$ cat config.mk
export PLATFORM = sky130hd
export DESIGN_NAME = row_sweep_controller
export DESIGN_NICKNAME = d
export VERILOG_FILES = /design/src/rtl/row_sweep_controller.sv
export SDC_FILE = /design/constraint.sdc
export NUM_CORES = 1
export LEC_CHECK = 0
export CAP_MARGIN = 20
export CORE_MARGIN = 4
export CORE_UTILIZATION = 52
export CTS_CLUSTER_DIAMETER = 40
export DETAILED_ROUTE_END_ITERATION = 10
export PLACE_DENSITY = 0.82
export SETUP_SLACK_MARGIN = 0.5
export SLEW_MARGIN = 0
export SYNTH_ARGS = -nofsm -noshare
export SYNTH_HDL_FRONTEND = slang
export SYNTH_SLANG_ARGS = --single-unit
$ cat constraint.sdc
create_clock -name clk -period 1.9 [get_ports clk]
set_input_delay 0.285 -clock clk [delete_from_list [all_inputs] [get_ports clk]]
set_output_delay 0.285 -clock clk [all_outputs]
set_load 0.01 [all_outputs]
$ cat src/rtl/row_sweep_controller.sv
// Player-block sequencer for the stacking game: loads rows, sweeps and bounces the block,
// handshakes erase/draw with the pixel drawer and commits rows. Optional macro: ROW_SPEEDUP_EN.
module row_sweep_controller #(
  parameter int X_INIT    = 0,
  parameter int X_END     = 144,
  parameter int STEP      = 4,
  parameter int Y_ROW0    = 104,
  parameter int ROW_PITCH = 16,
  parameter int NUM_ROWS  = 7
) (
  input  logic       clk,
  input  logic       resetn,
  input  logic       start,
  input  logic       place,
  input  logic       move_tick,
  input  logic       draw_done,
  output logic [7:0] x,
  output logic [6:0] y,
  output logic       direction,
  output logic       draw_req,
  output logic       erase,
  output logic       inc_row,
  output logic [2:0] row,
  output logic       game_over
);

  typedef enum logic [2:0] {
    S_IDLE,
    S_LOAD,
    S_DRAW,
    S_WAIT,
    S_ERASE,
    S_STEP,
    S_PLACE,
    S_DONE
  } state_t;

  localparam logic [7:0] X_LO     = 8'(X_INIT);
  localparam logic [7:0] X_HI     = 8'(X_END);
  localparam logic [6:0] Y_BASE   = 7'(Y_ROW0);
  localparam logic [2:0] LAST_ROW = 3'(NUM_ROWS - 1);

  state_t     state;
  logic       place_pend;
  logic [8:0] step_eff;
  logic [8:0] x_right;
  logic [8:0] x_left_min;
  logic [7:0] step_x;
  logic       step_dir;

  function automatic logic [6:0] row_y(input logic [2:0] r);
    logic [9:0] off;
    off = 10'(r) * 10'(ROW_PITCH);
    return 7'(10'(Y_ROW0) - off);
  endfunction

  always_comb begin
`ifdef ROW_SPEEDUP_EN
    step_eff = 9'(STEP) + {5'd0, row, 1'b0};
`else
    step_eff = 9'(STEP);
`endif
  end

  // Bounce arithmetic is done one bit wider so neither edge test can wrap.
  always_comb begin
    x_right    = {1'b0, x} + step_eff;
    x_left_min = 9'(X_INIT) + step_eff;
    step_x     = x;
    step_dir   = direction;
    if (direction) begin
      if (x_right >= 9'(X_END)) begin
        step_x   = X_HI;
        step_dir = 1'b0;
      end else begin
        step_x = x_right[7:0];
      end
    end else begin
      if ({1'b0, x} < x_left_min) begin
        step_x   = X_LO;
        step_dir = 1'b1;
      end else begin
        step_x = x - step_eff[7:0];
      end
    end
  end

  always_ff @(posedge clk) begin
    if (!resetn) begin
      state      <= S_IDLE;
      x          <= X_LO;
      y          <= Y_BASE;
      direction  <= 1'b1;
      row        <= 3'd0;
      draw_req   <= 1'b0;
      erase      <= 1'b0;
      inc_row    <= 1'b0;
      game_over  <= 1'b0;
      place_pend <= 1'b0;
    end else begin
      inc_row <= 1'b0;
      unique case (state)
        S_IDLE: begin
          if (start) begin
            row   <= 3'd0;
            state <= S_LOAD;
          end
        end
        S_LOAD: begin
          if (place) place_pend <= 1'b1;
          y         <= row_y(row);
          x         <= row[0] ? X_HI : X_LO;
          direction <= ~row[0];
          draw_req  <= 1'b1;
          erase     <= 1'b0;
          state     <= S_DRAW;
        end
        S_DRAW: begin
          if (place) place_pend <= 1'b1;
          if (draw_done) begin
            draw_req <= 1'b0;
            state    <= S_WAIT;
          end
        end
        // A commit outranks a coincident tick; that tick is simply lost.
        S_WAIT: begin
          if (place || place_pend) begin
            inc_row    <= 1'b1;
            place_pend <= 1'b0;
            state      <= S_PLACE;
          end else if (move_tick) begin
            draw_req <= 1'b1;
            erase    <= 1'b1;
            state    <= S_ERASE;
          end
        end
        S_ERASE: begin
          if (place) place_pend <= 1'b1;
          if (draw_done) begin
            draw_req <= 1'b0;
            erase    <= 1'b0;
            state    <= S_STEP;
          end
        end
        S_STEP: begin
          if (place) place_pend <= 1'b1;
          x         <= step_x;
          direction <= step_dir;
          draw_req  <= 1'b1;
          erase     <= 1'b0;
          state     <= S_DRAW;
        end
        S_PLACE: begin
          if (row == LAST_ROW) begin
            game_over <= 1'b1;
            state     <= S_DONE;
          end else begin
            row   <= row + 3'd1;
            state <= S_LOAD;
          end
        end
        S_DONE: begin
          if (start) begin
            game_over <= 1'b0;
            row       <= 3'd0;
            state     <= S_LOAD;
          end
        end
        default: state <= S_IDLE;
      endcase
    end
  end

endmodule

### Word level (Yosys, flattened, before mapping)

Cells that the tools add are included.

| cells by class | value |
|---|---|
| $add $sub $neg | 4 |
| magnitude comparators | 2 |
| eq/ne operators | 20 |
| multiplexer cells | 31 |
| bitwise logic cells | 1 |
| reductions and logical operators | 19 |

Operators with widths:

| kind | count |
|---|---|
| $mux W8 | 4 |
| $mux W3 | 8 |
| $pmux W3 S6 | 1 |
| $ne A2 B2 Y1 const B | 8 |
| $pmux W8 S2 | 1 |
| $eq A3 B3 Y1 const B | 5 |
| $reduce_and A4 Y1 | 3 |
| $mux W1 | 11 |
| $add A8 B3 Y9 const B | 1 |
| $ge A9 B8 Y1 const B | 1 |
| $reduce_and A3 Y1 | 3 |
| $lt A8 B3 Y1 const B | 1 |
| $reduce_bool A2 Y1 | 4 |
| $sub A8 B3 Y8 const B | 1 |
| $sub A7 B7 Y7 const A | 1 |
| $eq A3 B2 Y1 const B | 2 |
| $ne A2 B1 Y1 const B | 3 |
| $pmux W1 S2 | 3 |
| $pmux W1 S3 | 2 |
| $pmux W3 S2 | 1 |
| $reduce_bool A3 Y1 | 2 |
| $reduce_or A2 Y1 | 3 |
| $reduce_or A4 Y1 | 1 |
| $add A3 B1 Y3 const B | 1 |
| other kinds (6) | 6 |

| storage, ports and cells | value |
|---|---|
| flip-flop bits (word level) | 27 |
| input bits | 6 |
| word-level logic and storage cells | 87 |

### Logic depth before layout (Yosys ltp)

Gate-level depths: netlist of run 1.

| logic depth | value |
|---|---|
| depth after elaboration | 5 |
| mapped depth | 7 |
| mapped depth without buffers | 6 |

### Worst setup path before layout of run 1

OpenSTA, ideal clock, no wires.

| path | value |
|---|---|
| path kind | reg-to-reg |
| start | register x[3] |
| end | register x[2] |
| library setup time | 0.116 ns |
| data arrival time | 1.490 ns |
| required time | 1.784 ns |
| setup slack | 0.294 ns |
| stages on the path, launching flop included | 6 |
| path buffers | 0 |
| path through | dfxtp_1 ha_1 or2_2 o21ai_2 o311a_1 o211a_1 |

| between the ends | value |
|---|---|
| cells in the longest elaborated chain, start to end | 5 |

Ends and longest elaborated chain:

| item | RTL line | source |
|---|---|---|
| start, declared | 17 | `output logic [7:0] x,` |
| start signal, assigned | 112 | `x <= row[0] ? X_HI : X_LO;` |
| start signal, assigned | 147 | `x <= step_x;` |
| $add A8 B3 Y9 | 67 | `x_right = {1'b0, x} + step_eff;` |
| $ge A9 B8 Y1 | 72 | `if (x_right >= 9'(X_END)) begin` |
| $mux W8 | 72 |  |
| $mux W8 (*) | 71 | `if (direction) begin` |
| $pmux W8 S2 (*) | 102 | `unique case (state)` |

Every way passes the cells marked *; elsewhere a longest branch is shown, timed or not.
A chain may end at the register's enable or synchronous reset.

### Final worst setup path of run 1

| path | value |
|---|---|
| start | register x[3] |
| end | register x[5] |

Same word-level chain as after synthesis.

==> results of run 1 <==
per-layer routing:
| metal | part of all wire (%) | global-route usage (%) |
|---|---|---|
| met1 | 38 | 30.5 |
| met2 | 52 | 41.5 |
| met3 | 6.8 | 3.78 |
| met4 | 3.6 | 16.2 |
| met5 | 0 | 0 |
sequential cells by signal, indices dropped and copies added (netlist names):
signal	cells
direction	1
draw_req	1
erase	1
game_over	1
inc_row	1
place_pend	1
row	3
state	3
x	6
y	3
report_power, final:
group          total (W)  switching [W]  internal, W  leakage (nW)
combinational   0.000374       0.000201     0.000173         0.668
clock           0.000221       0.000139    0.0000821        0.0150
sequential      0.000513      0.0000474     0.000465         0.179
per-stage QoR:
step,std cells,hold slack [ns]
2_1_floorplan,205,0.458
3_3_place_gp,244,0.456
3_5_place_dp,244,0.467
4_1_cts,261,0.464
5_1_grt,269,0.514
6_report,269,0.479
logic make-up (layout without fill, tap and decap cells):
kind of cell	Yosys count	in the layout	share of synthesized area [%]
simple gates	74	74	27.0
compound gates	64	64	27.9
buf+inv	30	63	10.1
flops	21	21	27.4
fa+ha+maj	4	4	3.26
mux	4	4	2.77
other cells	2	6	0.489
xor+xnor	2	2	1.14
cells in the mapped netlist, types with 3 or more instances:
cell type,count,area [um2]
a211o_1,3,26.3
a21oi_1,14,70.1
and2_1,3,18.8
buf_2,7,35.0
buf_4,7,52.6
clkbuf_1,5,18.8
dfxtp_1,21,420
ha_1,4,50.1
inv_1,10,37.5
nand2_1,14,52.6
nand2b_1,5,31.3
nand3_1,11,55.1
nor2_1,8,30.0
nor2b_1,3,18.8
nor3_1,8,40.0
nor4_1,3,18.8
o211ai_1,4,30.0
o21a_1,4,30.0
o21ai_0,16,80.1
path summary, 6_finish.rpt:
kind / startpoint / slack (ns) / cells after the start / end
setup / recovery: x[3]$_SDFFE_PN0P_ / 0.36 / 5 / x[5]$_SDFFE_PN0P_
hold / removal: game_over$_SDFFE_PN0P_ / 0.48 / 2 / game_over$_SDFFE_PN0P_
setup reg to reg: x[3]$_SDFFE_PN0P_ / 0.36 / 5 / x[5]$_SDFFE_PN0P_
hold reg to reg: game_over$_SDFFE_PN0P_ / 0.48 / 2 / game_over$_SDFFE_PN0P_
layout make-up:
cell class              instances  area, um2  area share [%]
clock buffers                   4       26.3            1.24
flip-flops and latches         21        467            22.0
repair buffers                 49        419            19.8
inverters                      10       40.0            1.89
well taps                      31       38.8            1.83
multi-input cells             154       1130            53.2
what timing repair did:
action                                  CTS  global route
setup buffers                            13             8
resized for setup                        59            19
endpoints found under the setup margin   33            17
hold endpoints to repair                  0             0
pin swaps                                13            17
critical path, cell delays in order, from the launching register on:
cell     delay [ns]
dfxtp_4        0.39
buf_4          0.14
or3_4          0.39
mux2i_1        0.15
o31a_1         0.27
o22ai_1        0.14
==> metrics.md, run 1 <==
| Metric | Value |
|---|---|
| Crit Path Class | `reg -> reg` |
| Row count | `19` |
| Placed Area | `0.00176 mm2` |
| First DRT Iteration DRCs | `146` |
| Crit share post-route | `80.9%` |
| Power Dens Cells | `523 mW/mm2` |
| Fill cells | `206` |
| H-Tree Depth | `1` |
| Reg clk slew, reported paths | `0.12 ns` |
| YS warnings | `0` |
| Most frequent cells in the layout | `buf_4, dlygate4sd2_1, o21ai_0` |
| Nets | `249` |
| I/O Buffers | `22` |
| GRT overflow | `0` |
| GP Congestion | `0.855` |
| DRT antenna net count | `0` |
| CTS Hold Bufs | `0` |
| Vias | `1757` |
| Tot GR Track Use | `25.3%` |
| Number of synthesized flops with an enable pin | `0` |
| Clock Skews | `0.00351 ns` |
| Chip width | `62.4 um` |
| Slew Viols, Final | `0` |
| Post-DP HPWL | `2940 um` |
| CP arrival | `1.78 ns` |
| Diode count | `0` |
| Hold Vio Cnt, Final | `0` |
| Layout cell share with drive strength beyond 1 | `33.2%` |
| WP data required | `2.14 ns` |
| # DRC | `0` |
| Final-report setup violation count | `0` |
| Die Ht | `62.4 um` |
| Sequential element share of the synthesized area | `27.4%` |
| Area growth syn-to-layout | `37.8%` |
| Root buffer cell | `clkbuf_4` |
| Pre-CTS WS | `0.0891 ns` |
| Synthesized area | `0.00154 mm2` |
| Maxcap violations | `0` |
| Latest clock arrival within the worst-skew pair | `0.31 ns` |
| Initial core utilization | `55.2%` |
| Avg Cell Area, Syn | `7.64 um2` |
| Distinct cells, synth | `59` |
| First-pass GRT wire length | `8160 um` |
| Inserted Clock Buffers | `3` |
| Post-Route WL | `5080 um` |
| Clock Path Buffers | `2` |
| Initial antenna violation count | `0` |
| Number of global-route vias before repair | `1665` |
| I/O Pins | `29` |
| Tot Pwr | `0.00111 W` |
| Fmax | `0.651 GHz` |
| Post-Syn Instances | `201` |
| Setup WS post-layout | `0.363 ns` |
| Avg Vias per Cell | `6.53` |
| RSZ-0062 raised after global routing | `yes` |
| Core area | `0.00278 mm2` |
| Status | `completed` |
| Leading cell type in the layout, fill and taps excluded | `buf_4` |
| VDD IR max | `0.000543 V` |
| CTS tree | `done` |
| Clk sinks | `21` |
| Worst Setup Start Kind | `flip-flop` |
| Final Util | `76.1%` |
| CP max FO | `6` |
| Hold crit path type | `reg -> reg` |
| Design Area, Final | `0.00212 mm2` |
| LEAKAGE | `0.862 nW` |
| Post-synthesis async set-or-reset flop share | `0%` |
| Total Die Area | `0.00389 mm2` |
| Largest net degree at the start of global routing | `16` |
| Synth Flop Type | `dfxtp_1` |
| Critical Path End Type | `flip-flop` |
| Yosys reg bits | `21` |
| Minimum clock period | `1.54 ns` |
| Total Neg Setup Slack | `0 ns` |
| Drt first pass iters | `4` |
| WL per Instance | `18.9 um` |
Note: power is estimated with default switching activity, not from simulation.
==> run 2, diff against run 1 <==
--- a/config.mk
+++ b/config.mk
@@ -7,10 +7,10 @@
 export LEC_CHECK = 0
 export CAP_MARGIN = 20
 export CORE_MARGIN = 4
-export CORE_UTILIZATION = 52
+export CORE_UTILIZATION = 47
 export CTS_CLUSTER_DIAMETER = 40
 export DETAILED_ROUTE_END_ITERATION = 10
-export PLACE_DENSITY = 0.82
+export PLACE_DENSITY = 0.78
 export SETUP_SLACK_MARGIN = 0.5
 export SLEW_MARGIN = 0
 export SYNTH_ARGS = -nofsm -noshare
==> constraint.sdc (replaced) <==
create_clock -name clk -period 1.4 [get_ports clk]
set_input_delay 0.21 -clock clk [delete_from_list [all_inputs] [get_ports clk]]
set_output_delay 0.21 -clock clk [all_outputs]
set_load 0.01 [all_outputs]
==> run 2 against run 1 <==
  * Highest routed layer unchanged
  * Count of clock-buffer cells in the layout decreased by 1
  * The flow now finishes with violations (negative setup slack)
  * Clock power increased by 52%
  * Critical endpoint is now x[7]$_SDFFE_PN0P_
  * Via count increased by 21%
==> metrics.md, run 2 (synthesized netlist as in run 1, its figures left out) <==
| Metric | Value |
|---|---|
| Post-DP HPWL | `3050 um (was 2940 um)` |
| LEAKAGE | `1.11 nW (was 0.862 nW)` |
| Inserted Clock Buffers | `3 (unchanged)` |
| Number of global-route vias before repair | `1729 (was 1665)` |
| Total Die Area | `0.00425 mm2 (was 0.00389 mm2)` |
| Hold Vio Cnt, Final | `0 (unchanged)` |
| Die Ht | `65.2 um (was 62.4 um)` |
| Initial core utilization | `49.9% (was 55.2%)` |
| GRT overflow | `0 (unchanged)` |
| Vias | `2132 (was 1757)` |
| Root buffer cell | `clkbuf_4 (unchanged)` |
| Placed Area | `0.00203 mm2 (was 0.00176 mm2)` |
| I/O Pins | `29 (unchanged)` |
| Core area | `0.00308 mm2 (was 0.00278 mm2)` |
| RSZ-0062 raised after global routing | `yes (unchanged)` |
| Fmax | `0.601 GHz (was 0.651 GHz)` |
| Hold crit path type | `in -> reg (was reg -> reg)` |
| Tot GR Track Use | `24.2% (was 25.3%)` |
| Failing checks | `negative setup slack` |
| Clk sinks | `21 (unchanged)` |
| Initial antenna violation count | `0 (unchanged)` |
| Biggest register | `x (unchanged)` |
| First DRT Iteration DRCs | `315 (was 146)` |
| CP arrival | `1.87 ns (was 1.78 ns)` |
| Maxcap violations | `0 (unchanged)` |
| Crit Path Class | `reg -> reg (unchanged)` |
| Clock Skews | `0.0114 ns (was 0.00351 ns)` |
| First-pass GRT wire length | `8220 um (was 8160 um)` |
| DRT antenna net count | `0 (unchanged)` |
| Clock Path Buffers | `2 (unchanged)` |
| Status | `complete, but fails checks (was completed)` |
| WL per Instance | `23.1 um (was 18.9 um)` |
| Latest clock arrival within the worst-skew pair | `0.33 ns (was 0.31 ns)` |
| Layout cell share with drive strength beyond 1 | `59.1% (was 33.2%)` |
| Diode count | `0 (unchanged)` |
| Critical Path End Type | `flip-flop (unchanged)` |
| Drt first pass iters | `5 (was 4)` |
| Slew Viols, Final | `0 (unchanged)` |
| Final-report setup violation count | `11 (was 0)` |
| Most frequent cells in the layout | `buf_4, buf_6, dfxtp_4 (was buf_4, dlygate4sd2_1, o21ai_0)` |
| Minimum clock period | `1.66 ns (was 1.54 ns)` |
| Crit share post-route | `119% (was 80.9%)` |
| Power Dens Cells | `704 mW/mm2 (was 523 mW/mm2)` |
| Nets | `287 (was 249)` |
| Row count | `20 (was 19)` |
| CTS Hold Bufs | `0 (unchanged)` |
| # DRC | `0 (unchanged)` |
| WP data required | `1.60 ns (was 2.14 ns)` |
| Largest net degree at the start of global routing | `14 (was 16)` |
| Total Neg Setup Slack | `-1.78 ns (was 0 ns)` |
| Min Hold Slack | `0.501 ns (was 0.479 ns)` |
| Reg clk slew, reported paths | `0.15 ns (was 0.12 ns)` |
| Design Area, Final | `0.00277 mm2 (was 0.00212 mm2)` |
| H-Tree Depth | `1 (unchanged)` |
| Leading cell type in the layout, fill and taps excluded | `buf_4 (unchanged)` |
| VDD IR max | `0.000655 V (was 0.000543 V)` |
| CP max FO | `4 (was 6)` |
| Chip width | `65.2 um (was 62.4 um)` |
| Setup WS post-layout | `-0.264 ns (was 0.363 ns)` |
| I/O Buffers | `22 (unchanged)` |
| CTS tree | `done (unchanged)` |
| Post-Route WL | `7400 um (was 5080 um)` |
| Worst Setup Start Kind | `flip-flop (unchanged)` |
| Max reg flops | `6 (unchanged)` |
| Avg Vias per Cell | `6.66 (was 6.53)` |
| Area growth syn-to-layout | `80.1% (was 37.8%)` |
| GP Congestion | `0.919 (was 0.855)` |
==> run 2: changes by cell type in the layout (fill, tap and decap cells not counted), sizes merged <==
cell / delta
clkinvlp: +1
nand2b: +1
clkbuf: -2
dlygate4sd2: -13
buf: +53
clkdlybuf4s50: -1
dlymetal6s2s: -1
==> run 2: timing repair <==
item	CTS	global route
pin swaps	19	31
cloned	0	1
resized for setup	128	44
setup buffers	17	24
setup endpoints to repair	38	38
==> run 2: metrics by stage <==
step | total power, W | util, % | worst slack, ns | std cells
4_1_cts | 0.00163 | 77.4 | -0.166 | 295
3_5_place_dp | 0.00120 | 65.8 | -0.280 | 274
6_report | 0.00195 | 89.9 | -0.264 | 320
2_1_floorplan | 0.00107 | - | -0.00637 | 205
3_3_place_gp | 0.00119 | 65.8 | -0.242 | 274
5_1_grt | 0.00200 | 89.9 | -0.302 | 320
==> run 2: layer usage <==
| layer | wire (um) | up-vias | GRT usage (%) |
|---|---|---|---|
| met5 | 0 | - | 0 |
| met2 | 3280 | 198 | 38.6 |
| li1 | - | 871 | - |
| met1 | 2700 | 998 | 32.8 |
| met4 | 485 | 0 | 9.33 |
| met3 | 931 | 65 | 3.42 |
==> run 2: final timing paths <==
check | start | depth (start not counted) | end | slack (ns)
worst max-delay path | x[3]$_SDFFE_PN0P_ | 5 | x[7]$_SDFFE_PN0P_ | -0.26
worst min-delay path | move_tick | 5 | state[0]$_SDFFE_PN0P_ | 0.50
worst max register to register | x[3]$_SDFFE_PN0P_ | 5 | x[7]$_SDFFE_PN0P_ | -0.26
worst min register to register | y[5]$_SDFFE_PN1P_ | 2 | y[5]$_SDFFE_PN1P_ | 0.53
==> run 2: layout make-up <==
| type | instances | area, um2 |
|---|---|---|
| Sequential cell | 21 | 473 |
| Clock inverter | 1 | 7.51 |
| Tap cell | 44 | 55.1 |
| Fill cell | 126 | 310 |
| Clock buffer | 3 | 22.5 |
| Inverter | 10 | 40.0 |
| Timing Repair Buffer | 86 | 810 |
| Multi-Input combinational cell | 155 | 1360 |
==> run 2: worst max-delay path, stage by stage, from the launching register on <==
cell	delay, ns
dfxtp_4	0.39
buf_4	0.14
or3_4	0.40
o21a_1	0.19
nor3_1	0.26
o31ai_1	0.16
==> run 2: where the power goes <==
group / switching [W] / total (W) / internal, W
Clock: 0.000227 / 0.000336 / 0.000109
Sequential: 0.0000654 / 0.000703 / 0.000637
Combinational: 0.000453 / 0.000909 / 0.000455
==> RTL change: new RTL, flow settings as in run 1 <==
Add a define of `ROW_SPEEDUP_EN`.
--- a/src/rtl/row_sweep_controller.sv
+++ b/src/rtl/row_sweep_controller.sv
@@ -1,5 +1,7 @@
 // Player-block sequencer for the stacking game: loads rows, sweeps and bounces the block,
 // handshakes erase/draw with the pixel drawer and commits rows. Optional macro: ROW_SPEEDUP_EN.
+`define ROW_SPEEDUP_EN
+
 module row_sweep_controller #(
   parameter int X_INIT    = 0,
   parameter int X_END     = 144,
Function: no difference found for any inputs over 10 cycles, from zero or initial values and one cycle with resetn low; that may be too few to reach the edited logic, so the function may still have changed.
==> RTL change against run 1 <==
The flow now finishes with violations (setup timing). Cell area up 38%. Synthesized area grew 13%. Non-clock buffer count grew 40. Worst setup slack worse by 730 ps. Routed wire length up 68%. Sequential cell count up 1.
Power is not compared: it rests on default switching activity, and its combinational part moved more than twofold at a synthesized area within 25%.
==> RTL change: results (changes against run 1) <==
* Worst r2r src: x[2]
* Clock latency on the worst-skew pair at 350 ps (+40 ps)
* Fraction of area in multi-input gates at 51.8% (-1.4 points)
* Max stage delay on crit path at 420 ps (+30 ps)
* Vias in the first global route at 2013 (+21%)
* M1 WL at 2970 um (+54%)
* IO Port Bufs at 23 (+4.5%)
* Via count at 2359 (+34%)
* Clock-pin slew on the worst setup and hold paths at 140 ps (+20 ps)
* Post-route setup slack at -363 ps (-726 ps)
* Drt first pass iters at 9 (+5)
* Signal buf overhead at 26.5% (+6.7 points)
* Hold Path End: y[4]
* Worst Setup SP: x[2]
* Synth cell count leaders: 22 x dfxtp_1, 16 x nand2_1, 15 x a21oi_1
* Critical path peak fanout at 4 (-2)
* First-pass GRT wire length at 10400 um (+28%)
* Layout cells sized above 1 at 50.3% (+17 points)
* Status: finished, violations left
* Met3 WL at 1080 um (+220%)
* FF/Latch Area at 482 um2 (+3.2%)
* Compound-Gate Fraction of Synth Area at 29.5% (+1.5 points)
* Post-synthesis mux area share at 3.02% (+0.25 points)
* Final Setup Violations at 8 (+8)
* Met3 Use GR at 8.16% (+4.4 points)
* Worst EP arrival at 2540 ps (+760 ps)
* Met1 Resource Use GR at 39.5% (+9.0 points)
* Routability cong. at 0.843 (-1.4%)
* Buffers, non-clock at 89 (+82%)
* Max reg flops at 7 (+1)
* Final clock-cell share at 1.24% (about the same)
* Multi-input gates at 164 (+6.5%)
* All-Layer GR Usage at 31.8% (+6.5 points)
* Failing checks: setup timing
* Routed length per placed instance at 25.3 um (+34%)
* R2R cell count at 9 (+4)
* Skew final at 10.6 ps (+7.13 ps)
* Inverters at 15 (+5)
* Post-CTS Repair Setup Buffers at 16 (+3)
* XOR/XNOR Fraction of Synth Area at 3.52% (+2.4 points)
* Synth Area in Adders at 10.2% (+6.9 points)
* Iteration-0 DRC Markers at 526 (+260%)
## RTL change: cell types whose count changed in the layout (fill, tap and decap cells not counted), moves of 4 or more
cell           before  now
o21ai_1             2    7
buf_4              22   49
ha_4                2    9
xnor2_1             1    5
dlygate4sd2_1      18   11
o21ai_0            14    8
nand3_1            11    6
o21a_1              4    0
buf_6               3   17
## RTL change: logic make-up (layout without fill, tap and decap cells)
kind of cell | after synthesis | count (layout)
mux | 5 | 5
flops | 22 | 22
simple gates | 64 | 64
compound gates | 70 | 70
other cells | 2 | 5
xor+xnor | 7 | 7
fa+ha+maj | 13 | 13
buf+inv | 34 | 108
## RTL change: per-stage QoR
stage               worst slack [ps]  total power, W  cells  cell area (um2)  hold slack (ps)
floorplan                       -206        0.000975    220             1820              447
detailed placement              -339         0.00119    308             2290              487
CTS                             -228         0.00163    328             2670              506
global placement                -310         0.00117    308             2290              468
finish                          -363         0.00194    338             2920              510
global route                    -417         0.00198    338             2920              534
